[config.mk]
export PLATFORM = sky130hd
export DESIGN_NAME = dcn_seq
export DESIGN_NICKNAME = d
export VERILOG_FILES = /design/src/rtl/dcn_seq.sv
export SDC_FILE = /design/constraint.sdc
export NUM_CORES = 1
export LEC_CHECK = 0
export CAP_MARGIN = 20
export CORE_MARGIN = 4
export CORE_UTILIZATION = 41
export CTS_CLUSTER_DIAMETER = 50
export CTS_CLUSTER_SIZE = 28
export DETAILED_ROUTE_END_ITERATION = 8
export GPL_TIMING_DRIVEN = 0
export PLACE_DENSITY_LB_ADDON = 0.05
export SETUP_SLACK_MARGIN = 0.1
export SYNTH_ARGS = -nofsm -noshare
export SYNTH_HDL_FRONTEND = slang
export SYNTH_SLANG_ARGS = --single-unit
[constraint.sdc]
create_clock -name clk -period 2.15 [get_ports clk]
set_input_delay 0.43 -clock clk [delete_from_list [all_inputs] [get_ports clk]]
set_output_delay 0.43 -clock clk [all_outputs]
set_load 0.1 [all_outputs]
[src/rtl/dcn_seq.sv]
// rtl/dcn_seq.sv - registered binary-to-one-hot decoder with select sequencer
//
// Decodes a W-bit select register onto COUNT one-hot outputs.
// The select register either follows `a` (direct mode) or is loaded and
// stepped with wrap-around (scan mode).
//
// Ports:
//   clk   - clock, rising edge
//   rst   - asynchronous active-high reset
//   ena   - global enable; low freezes sel and zeroes d/wrap/err
//   mode  - 0 = direct, 1 = scan
//   load  - scan: load `a` into sel (wins over step)
//   step  - scan: move sel one position
//   up    - step direction, 1 = increment
//   a     - select value (direct) or load value (scan)
//   d     - registered one-hot decode of sel
//   sel   - current select register
//   wrap  - one-cycle pulse when a step wraps around
//   err   - one-cycle pulse when `a` is out of range
module dcn_seq #(
   parameter int W     = 3,
   parameter int COUNT = 8
) (
   input  logic             clk,
   input  logic             rst,
   input  logic             ena,
   input  logic             mode,
   input  logic             load,
   input  logic             step,
   input  logic             up,
   input  logic [W-1:0]     a,
   output logic [COUNT-1:0] d,
   output logic [W-1:0]     sel,
   output logic             wrap,
   output logic             err
);

   // COUNT may equal 2**W, so the range check needs one extra bit.
   localparam logic [W:0]   COUNT_W = (W+1)'(COUNT);
   localparam logic [W-1:0] LAST    = W'(COUNT - 1);

   logic [W-1:0]     sel_q, sel_d;
   logic [COUNT-1:0] d_q, d_d;
   logic             wrap_q, wrap_d;
   logic             err_q, err_d;
   logic             a_ok;

   always_comb begin
      sel_d  = sel_q;
      wrap_d = 1'b0;
      err_d  = 1'b0;
      d_d    = '0;
      a_ok   = ({1'b0, a} < COUNT_W);

      if (ena) begin
         if (!mode || load) begin
            // Direct mode and scan-load share the same range-checked load.
            // In scan mode a rejected load still swallows any step.
            if (a_ok) begin
               sel_d = a;
            end else begin
               err_d = 1'b1;
            end
         end else if (step) begin
            // Wrap is detected by comparing against the end points, so
            // a non-power-of-two COUNT never relies on W-bit overflow.
            if (up) begin
               if (sel_q == LAST) begin
                  sel_d  = '0;
                  wrap_d = 1'b1;
               end else begin
                  sel_d = sel_q + W'(1);
               end
            end else begin
               if (sel_q == '0) begin
                  sel_d  = LAST;
                  wrap_d = 1'b1;
               end else begin
                  sel_d = sel_q - W'(1);
               end
            end
         end

         for (int i = 0; i < COUNT; i++) begin
            d_d[i] = (sel_d == W'(i));
         end
      end
   end

   always_ff @(posedge clk or posedge rst) begin
      if (rst) begin
         sel_q  <= '0;
         d_q    <= '0;
         wrap_q <= 1'b0;
         err_q  <= 1'b0;
      end else begin
         sel_q  <= sel_d;
         d_q    <= d_d;
         wrap_q <= wrap_d;
         err_q  <= err_d;
      end
   end

   assign d    = d_q;
   assign sel  = sel_q;
   assign wrap = wrap_q;
   assign err  = err_q;

endmodule

==> key figures <==
Run status
  • Outcome: finished clean

STA
  • RSZ-0062 raised after global routing: false
  • Slew headroom: 0.358
  • Final Slew Violations: 0
  • Hold Vio Cnt, Final: 0
  • Worst-margin pin slew: just under 1 ns
  • Post-route clock skew: around 0.0057 ns
  • Max Fclk: a little over 0.5 GHz
  • Final Cycle Share: 0.924
  • Final setup viols: 0
  • Final min period: 1.99 ns
  • Hold slack: roughly 0.46 ns

Setup path
  • Slowest-stage cell, CP: dlygate4sd2_1
  • Startpoint Class: flop
  • Crit path max fanout: 4
  • R2R setup slack: between 0.2 and 0.25 ns
  • WP buf/inv: 1
  • R2R Path End: d[1]$_DFF_PP0_
  • CP peak stage delay: around 0.85 ns
  • Setup crit end kind: primary output
  • Arr. time, crit path: 1.56 ns
  • Cells along the critical path: dlygate4sd2_1
  • Worst EP required: about 1.7 ns
  • Crit path max-delay family: buffers and inverters
  • RR Startpoint: sel[0]$_DFFE_PP0P_
  • Worst-case reg-to-reg path depth: 6
  • WS Path Type: reg2out

Clock tree
  • Clock tree buffer depth: 2
  • Worst skew pair latency: around 0.27 ns
  • H-tree depth: 1
  • TritonCTS Sinks: 12
  • Root Buffer Master: clkbuf_4
  • CTS tree: yes
  • TritonCTS Buffers: 3
  • Clock slew at reported path FFs: about 0.080 ns

Floorplanning
  • I/O Pins: 23
  • Initial Utilization: 0.448
  • Row cnt: 13
  • Core area: between 1000 and 1500 um2
  • Die X: ~46 um
  • Die height: around 46 um
  • Die area: around 2200 um2

Synthesis
  • Top_reg_cell synth: dfrtp_1
  • Register area share after synthesis: 0.497
  • Mapped Area: between 600 and 700 um2
  • Mapped Nets: around 70
  • Synth cell types: 24
  • Post-Synthesis Cells: 57
  • Avg Inst Size Synth: approximately 11 um2
  • Flops & latches, synth: 12
  • Yosys warning total: 0
  • Asr flop ratio synth: 1.00
  • Number of synthesized flops with an enable pin: 0

Finish
  • Share of cells above drive strength 1: 0.159
  • Fillers: approximately 120
  • Antenna cells: 0
  • Area growth from synthesis to layout: 45.1%
  • Final nets: 97
  • Area of the multi-input gates: slightly below 300 um2
  • FF/Latch Area: 309 um2

Global routing
  • GRT Total Usage: 0.143
  • Overflow after GRT: 0
  • Global-route wire length before repair: 2.07 mm
  • Initial antenna violation count: 0
  • Vias in the first global route: roughly 470
  • Largest net degree at the start of global routing: 13

Power
  • Sw frac: 0.397
  • P_leak: approximately 0.43 nW
  • Final Power: slightly below 0.7 mW
  • Comb power frac: 0.367
  • Clock Power Share: 0.260
  • Peak supply drop: roughly 520 uV
  • Seq pwr share: 0.373
  • P per Cell Area: 781 nW/um2
  • Cell-internal power: 0.413 mW
  • Psw: about 0.27 mW

Detailed routing
  • Routed len/inst: 14.4 um
  • Routed WL: around 1.4 mm
  • DRC: 0
  • DRT Pass-1 Iters: 4
  • Vias/cell: approximately 5.4
  • ANT nets after route: 0
  • Via count: 526
  • Starting DRT DRC Count: 6

Placed design
  • Final Wtd Congestion: roughly 0.76
  • Hpwl dp: between 1 and 1.5 mm
  • Input/output buffers: 21

Hold path
  • Hold crit path type: in2async

Job
  • Max cap viols: 0
==> flip-flops by register name, summed over array words and instances, names as in the netlist <==
| name | cells |
|---|---|
| d | 8 |
| wrap | 1 |
| sel | 3 |
==> layout by cell type (no fill, tap or decap), types with 2 or more instances in the layout <==
| cell type | n |
|---|---|
| dlygate4sd2_1 | 10 |
| nor2_1 | 2 |
| a21oi_1 | 2 |
| clkbuf_4 | 3 |
| a221oi_2 | 2 |
| nor3_1 | 7 |
| clkdlybuf4s50_1 | 9 |
| dfrtp_1 | 9 |
| ha_1 | 4 |
| clkdlybuf4s15_1 | 2 |
| mux2i_1 | 2 |
| dfrtp_4 | 2 |
| o21ai_0 | 3 |
| inv_1 | 5 |
| nand2_1 | 3 |
==> per-layer routing <==
layer,up-vias,routed length (um),global-route usage
met4,0,9,0.0682
li1,256,-,-
met5,-,0,0
met1,249,597,0.156
met3,2,120,0.0625
met2,19,673,0.236
==> cells by family (layout without fill, tap and decap cells) <==
kind of cell               after synthesis  after routing  share of synthesized area
other                                    1              1                    0.00621
AOI/OAI and AO/OA                       14             14                      0.180
buffers and inverters                    6             31                     0.0435
muxes                                    2              2                     0.0331
xor gates and xnor gates                 1              1                     0.0145
DFF                                     12             12                      0.497
and+or+nand+nor                         17             17                      0.143
adders and majority gates                4              4                     0.0828
==> area by class of cell <==
cell class / count / share of cell area
Buffer: 1 / 0.00856
Clock buffer: 4 / 0.0414
Inverter: 5 / 0.0214
Multi-Input combinational cell: 39 / 0.330
Sequential cell: 12 / 0.352
Tap cell: 15 / 0.0214
Timing Repair Buffer: 21 / 0.225
==> metrics by stage <==
step	cell area (um2)	util	worst slack (ns)	setup TNS, ns	cells
final	877	0.650	0.164	0	97
after global routing	877	0.650	0.0849	0	97
after CTS	863	0.639	0.130	0	97
after detailed placement	842	0.624	-0.0374	-0.0419	93
after global placement	842	0.624	0.000459	0	93
after floorplan	613	-	0.121	0	57
==> synthesized netlist by cell type (all sizes together) (2+ instances only) <==
cell type	n	share of area
o21ai	4	0.033
a221oi	2	0.039
a21oi	2	0.017
nand2	3	0.019
nor3	8	0.066
nor2	2	0.012
mux2i	2	0.033
dfrtp	12	0.50
ha	4	0.083
inv	5	0.031
==> repair_timing <==
action                                  in CTS  in global routing
endpoints found under the setup margin      12                  5
gates resized for setup                     12                  4
buffers inserted                             0                  0
cloned                                       0                  0
hold endpoints to repair                     0                  0
hold buffers                                 0                  0
==> power groups by stage <==
stage          clock [mW]  combinational (mW)  sequential [mW]
6_report            0.178               0.251            0.255
5_1_grt             0.199               0.264            0.258
4_1_cts             0.186               0.246            0.255
3_5_place_dp            0               0.256            0.261
3_3_place_gp            0               0.253            0.260
2_1_floorplan           0              0.0790            0.368
==> worst max-delay path by stage <==
stage / from / to / slack [ns] / cells after the start
2_1_floorplan: sel[0]$_DFFE_PP0P_ / sel[2]$_DFFE_PP0P_ / 0.12 / 6
3_3_place_gp: up / d[1]$_DFF_PP0_ / 0.0005 / 5
3_5_place_dp: up / d[5]$_DFF_PP0_ / -0.04 / 5
4_1_cts: sel[0]$_DFFE_PP0P_ / sel[0] / 0.13 / 1
5_1_grt: sel[0]$_DFFE_PP0P_ / d[3]$_DFF_PP0_ / 0.08 / 6
6_report: sel[1]$_DFFE_PP0P_ / sel[1] / 0.16 / 1
(Power assumes the default switching activity.)
